===== src/rtl/mem_pkg.sv =====
// Shared encodings for the memory arbiter: access length codes, IO region
// selector default and the arbiter state enum.
package mem_pkg;

  // d_len / mu_len encodings: [1:0] size, [2] zero-extend on load
  localparam logic [2:0] LEN_B        = 3'b000;
  localparam logic [2:0] LEN_H        = 3'b001;
  localparam logic [2:0] LEN_W        = 3'b010;
  localparam int         LEN_UNSIGNED = 2;

  // addr[17:16] value that marks the memory-mapped IO region
  localparam logic [1:0] IO_SEL_DEFAULT = 2'b11;

  typedef enum logic [1:0] {
    IDLE    = 2'd0,
    SERVE_I = 2'd1,
    SERVE_D = 2'd2
  } state_t;

endpackage


===== src/rtl/mem_arbiter.sv =====
// Two-requester (fetch / data) arbiter in front of a single memory unit.
// One transaction in flight at a time; round-robin on ties; stores into the
// IO region are held back while the UART buffer is full without blocking fetch.
module mem_arbiter
  import mem_pkg::*;
#(
  parameter logic [1:0] IO_SEL = IO_SEL_DEFAULT
) (
  input  logic        clk_in,
  input  logic        rst_in,
  input  logic        rdy_in,
  input  logic        io_buffer_full,
  input  logic        i_valid,
  input  logic [31:0] i_addr,
  output logic        i_ready,
  output logic [31:0] i_data,
  input  logic        d_valid,
  input  logic        d_wr,
  input  logic [31:0] d_addr,
  input  logic [2:0]  d_len,
  input  logic [31:0] d_wdata,
  output logic        d_ready,
  output logic [31:0] d_rdata,
  output logic        mu_valid,
  output logic        mu_wr,
  output logic [31:0] mu_addr,
  output logic [2:0]  mu_len,
  output logic [31:0] mu_wdata,
  input  logic [31:0] mu_rdata,
  input  logic        mu_ready
);

  state_t state, state_nx;
  logic   last_d;
  logic   d_io_stall, d_elig, grant_i, grant_d;

  // Only a store to the IO region waits for UART space; loads there never stall.
  assign d_io_stall = d_wr && (d_addr[17:16] == IO_SEL) && io_buffer_full;
  assign d_elig     = d_valid && !d_io_stall;

  // Tie goes to the side not served last; the two grants are mutually exclusive.
  assign grant_i = i_valid && (!d_elig || last_d);
  assign grant_d = d_elig  && (!i_valid || !last_d);

  assign mu_valid = (state != IDLE);

  // Completion is gated by rdy_in so a frozen cycle cannot finish a transfer.
  assign i_ready = (state == SERVE_I) && mu_ready && rdy_in;
  assign d_ready = (state == SERVE_D) && mu_ready && rdy_in;
  assign i_data  = i_ready ? mu_rdata : '0;
  assign d_rdata = d_ready ? mu_rdata : '0;

  // Next-state: grant from IDLE, return to IDLE on memory completion.
  always_comb begin
    state_nx = state;
    case (state)
      IDLE: begin
        if (grant_i)      state_nx = SERVE_I;
        else if (grant_d) state_nx = SERVE_D;
      end
      SERVE_I, SERVE_D: begin
        if (mu_ready) state_nx = IDLE;
      end
      default: state_nx = IDLE;
    endcase
  end

  // State register; reset wins over the global enable.
  always_ff @(posedge clk_in) begin
    if (rst_in)      state <= IDLE;
    else if (rdy_in) state <= state_nx;
  end

  // Request registers and round-robin flag, loaded only on a grant in IDLE.
  always_ff @(posedge clk_in) begin
    if (rst_in) begin
      last_d   <= 1'b1;
      mu_wr    <= 1'b0;
      mu_addr  <= '0;
      mu_len   <= '0;
      mu_wdata <= '0;
    end else if (rdy_in && state == IDLE) begin
      if (grant_i) begin
        last_d   <= 1'b0;
        mu_wr    <= 1'b0;
        mu_addr  <= i_addr;
        mu_len   <= LEN_W;
        mu_wdata <= '0;
      end else if (grant_d) begin
        last_d   <= 1'b1;
        mu_wr    <= d_wr;
        mu_addr  <= d_addr;
        mu_len   <= d_len;
        mu_wdata <= d_wdata;
      end
    end
  end

endmodule


===== config.mk =====
export PLATFORM = sky130hd
export DESIGN_NAME = mem_arbiter
export DESIGN_NICKNAME = d
export VERILOG_FILES = /design/src/rtl/mem_pkg.sv /design/src/rtl/mem_arbiter.sv
export SDC_FILE = /design/constraint.sdc
export NUM_CORES = 1
export LEC_CHECK = 0
export CAP_MARGIN = 20
export CELL_PAD_IN_SITES_DETAIL_PLACEMENT = 1
export CELL_PAD_IN_SITES_GLOBAL_PLACEMENT = 2
export CORE_MARGIN = 1
export CORE_UTILIZATION = 16
export CTS_CLUSTER_DIAMETER = 30
export CTS_CLUSTER_SIZE = 28
export DETAILED_ROUTE_END_ITERATION = 12
export GPL_TIMING_DRIVEN = 0
export PLACE_DENSITY_LB_ADDON = 0.1
export SLEW_MARGIN = 10
export SYNTH_ARGS = -nofsm -noshare
export SYNTH_HDL_FRONTEND = slang
export SYNTH_SLANG_ARGS = --single-unit

===== constraint.sdc =====
create_clock -name clk_in -period 2.1 [get_ports clk_in]
set_input_delay 0.42 -clock clk_in [delete_from_list [all_inputs] [get_ports clk_in]]
set_output_delay 0.42 -clock clk_in [all_outputs]
set_load 0.05 [all_outputs]

==> summary.log <==
qor: placement.dp.final_hpwl 11900 µm
qor: floorplan.initial_core_utilization 16.5%
qor: power.internal_power 3030 µW
qor: timing.fin_worst_hold_slack 0.328 ns
qor: routing.route.detailed.drc 0
qor: worst_setup_path.cp_cell_sequence inv_2 -> ha_1 -> and3_4 -> buf_4 -> and2_1 -> buf_6
qor: global_routing.globalRouteOverflowTotal 0
qor: worst_setup_path.critical_path.max_stage_delay 0.35 ns
qor: timing.drv_slew 0
qor: floorplan.standard_cell_row_count 51
qor: timing.post-route-period-util 94.9%
qor: outcome.run_status completed
qor: logic_synthesis.synth.distinct_cells 33
qor: worst_setup_path.worst-setup-path-type register to output port
qor: worst_setup_path.critical_path_peak_fanout 10
qor: worst_setup_path.critPathCaptureType output port
qor: layout.insertedDiodeCount 0
qor: clocking.clock_tree.buffer_depth 2
qor: clocking.clock_latency_on_the_worst_skew_pair 0.34 ns
qor: clocking.numCtsBuffers 9
qor: logic_synthesis.synth-seq-cells 71
qor: routing.drt_iter0_drc 59
qor: job.timing.max_cap.violations 0
qor: timing.rsz0062_at_grt true
qor: worst_setup_path.worst-endpoint-arrival 1.57 ns
qor: floorplan.floorplan.die_area 0.0210 mm²
qor: floorplan.die_y 145 µm
qor: logic_synthesis.syn_inst 362
qor: global_routing.grt_first_pass_wirelength 23600 µm
qor: global_routing.total_global_route_track_usage 14.6%
qor: timing.post-route-min-period 1.99 ns
qor: global_routing.antenna_found_initial 0
qor: routing.routedWlPerCell 16.5 µm
qor: clocking.postCtsSetupBuffers 0
qor: layout.num-fill-cells 2278
qor: layout.final_std_cell_area_no_fill 0.00674 mm²
qor: clocking.h-tree-depth 3
qor: worst_hold_path.worst_hold_path_type input port to register
qor: power.cellPowerDensity 674 mW/mm²
qor: worst_setup_path.startpoint_type register
qor: logic_synthesis.netlist_area 0.00327 mm²
qor: placement.gp_congestion 0.855
qor: clocking.worst_setup_hold_path_clk_slew 0.06 ns
qor: power.pwr-share-seq 33.3%
qor: timing.worst_pin_slew 0.577 ns
qor: layout.syn_to_final_growth 106%
qor: power.power.share.switching 33.4%
qor: global_routing.first_global_vias 4010
qor: timing.timing.clock.skew 0.00818 ns
qor: placement.numPortBuffers 272
qor: layout.final_layout_size_suffix_gt1_share 19.5%
qor: floorplan.core_area 0.0198 mm²
qor: power.pleak 0.00269 µW
qor: logic_synthesis.synth_edf_count 0
qor: timing.finalSetupViolations 0
qor: timing.timing_hold_violations_final 0
qor: worst_setup_path.critical_path_required 1.68 ns
qor: timing.worst_slew_margin_rel 61.4%
qor: routing.route.antenna.remaining_nets 0
qor: clocking.post_cts_hold_buffer_count 0
qor: floorplan.die_width 145 µm
qor: power.switchingPower 1520 µW
qor: power.worst_ir_drop_vdd 0.341 mV
qor: logic_synthesis.dominantRegCellSynth sky130_fd_sc_hd__dfxtp_1
qor: routing.via_density_per_instance 4.12
qor: clocking.cts.root.buffer_cell sky130_fd_sc_hd__clkbuf_16
qor: worst_setup_path.cell_type_of_the_slowest_stage_on_the_worst_timing_path sky130_fd_sc_hd__dfxtp_1
qor: power.pwr-share-clk 35.0%
qor: routing.drtPass1Iterations 4
qor: logic_synthesis.synth.yosys.seq_area_share 43.4%
qor: logic_synthesis.asyncSetResetFlopFracSynth 0%
qor: power.comb_power_share 31.7%
qor: layout.nNetsFinal 787
qor: clocking.cts_tree built
qor: logic_synthesis.postSynthNetCount 504
qor: global_routing.grt_max_degree 14
qor: timing.clock.fmax 0.502 GHz
qor: routing.via_count 3773
qor: placement.placement.cell_area 0.00633 mm²
qor: routing.totalWireLength 15100 µm
qor: logic_synthesis.avgSynthCellArea 9.04 µm²
qor: logic_synthesis.yosysWarningCount 0
qor: floorplan.top_level_pins 274
qor: clocking.clock_sinks 71
[metal layers]
metal  vias to the layer above  track usage (%)  routed length [µm]
met5                         -                0                   0
met4                         0             4.20                 191
met3                        11             6.35                1320
met2                       178             25.6                7630
met1                      1749             15.7                5950
li1                       1835                -                   -
[final timing paths]
check,from,endpoint,slack [ns],cells past startpoint
worst max-delay path,state[1],i_data[5],0.11,6
worst min-delay path,rdy_in,mu_addr[17],0.33,2
worst max register to register,state[1],mu_addr[9],0.23,7
worst min register to register,mu_wdata[6],mu_wdata[6],0.47,1
[synthesized netlist by cell type, types with 2 or more instances]
master | instances | area, µm²
sky130_fd_sc_hd__a211oi_1 | 24 | 180
sky130_fd_sc_hd__a211oi_2 | 7 | 87.6
sky130_fd_sc_hd__a21oi_1 | 30 | 150
sky130_fd_sc_hd__a22o_1 | 35 | 307
sky130_fd_sc_hd__a311oi_1 | 2 | 17.5
sky130_fd_sc_hd__and2_1 | 64 | 400
sky130_fd_sc_hd__and3_1 | 2 | 12.5
sky130_fd_sc_hd__buf_2 | 7 | 35.0
sky130_fd_sc_hd__buf_6 | 11 | 124
sky130_fd_sc_hd__clkbuf_1 | 11 | 41.3
sky130_fd_sc_hd__dfxtp_1 | 71 | 1420
sky130_fd_sc_hd__ha_1 | 3 | 37.5
sky130_fd_sc_hd__inv_1 | 4 | 15.0
sky130_fd_sc_hd__nand2_1 | 32 | 120
sky130_fd_sc_hd__nand4b_1 | 2 | 17.5
sky130_fd_sc_hd__nor2_1 | 35 | 131
sky130_fd_sc_hd__nor3_1 | 4 | 20.0
sky130_fd_sc_hd__o22ai_1 | 2 | 12.5
sky130_fd_sc_hd__o31ai_1 | 2 | 15.0
[worst max-delay path, delay by kind of cell, from the launching register on]
kind | cells | cell delay, ns
buffers and inverters | 3 | 0.37
flip-flops | 1 | 0.35
AND/OR/NAND/NOR | 2 | 0.34
adder cells (fa/ha/maj) | 1 | 0.17
[cell usage in the layout (no fill, tap or decap), drive strengths merged, types with 2 or more instances in the layout]
master / netlist / final
clkdlybuf4s15: 0 / 2
a311oi: 2 / 2
a211oi: 31 / 31
dfxtp: 71 / 71
a21oi: 30 / 30
ha: 3 / 3
a22o: 35 / 35
buf: 19 / 89
nand2: 32 / 32
nor2: 36 / 36
inv: 4 / 5
and3: 3 / 3
and2: 64 / 64
o22ai: 2 / 2
clkinvlp: 0 / 2
clkdlybuf4s50: 0 / 204
nor3: 5 / 5
nand4b: 2 / 2
o31ai: 2 / 2
clkbuf: 11 / 16
clkinv: 0 / 2
[final cells by class]
class	count	area, µm²	share of cell area (%)
buffer	30	256	3.81
clock buffer	10	239	3.55
clock inverter	6	67.6	1.00
inverter	4	15.0	0.223
multi-input combinational	257	1650	24.5
sequential	71	1420	21.1
tap	265	332	4.92
timing repair buffer	272	2750	40.9
[sequential cells by signal (all words and copies together), names as in the netlist]
register	count
mu_wdata	32
mu_addr	32
mu_len	3
state	2
mu_wr	1
last_d	1
[power groups by stage]
stage / Combinational (µW) / Sequential [µW] / Clock (µW)
after floorplan: 453 / 1890 / 0
after global placement: 1430 / 1540 / 0
after detailed placement: 1450 / 1540 / 0
after CTS: 1460 / 1510 / 1660
after global routing: 1540 / 1530 / 1720
final: 1440 / 1510 / 1590
[cells by family after synthesis]
group	count (synthesis)	synth area share (%)
DFF	71	43.4
and+or+nand+nor	147	23.7
buffers and inverters	34	6.69
adders and majority gates	3	1.15
AOI/OAI and AO/OA	107	25.0
[per-stage QoR]
stage / instances / setup TNS [ns] / utilization (%) / total power [µW] / worst slack, ns
after global placement: 899 / -61.94 / 32.0 / 2970 / -0.897
after floorplan: 362 / 0 / - / 2340 / 0.120
after CTS: 915 / -0.0437 / 33.8 / 4630 / -0.0206
final: 915 / 0 / 34.1 / 4540 / 0.107
after global routing: 915 / -0.00511 / 34.1 / 4790 / -0.00511
after detailed placement: 899 / -63.57 / 32.0 / 2990 / -0.911
[what timing repair did]
item / CTS / global route
setup endpoints to repair: 67 / 67
pin swaps: 0 / 1
gates cloned: 0 / 0
resized for setup: 444 / 32
(Power assumes the default switching activity.)
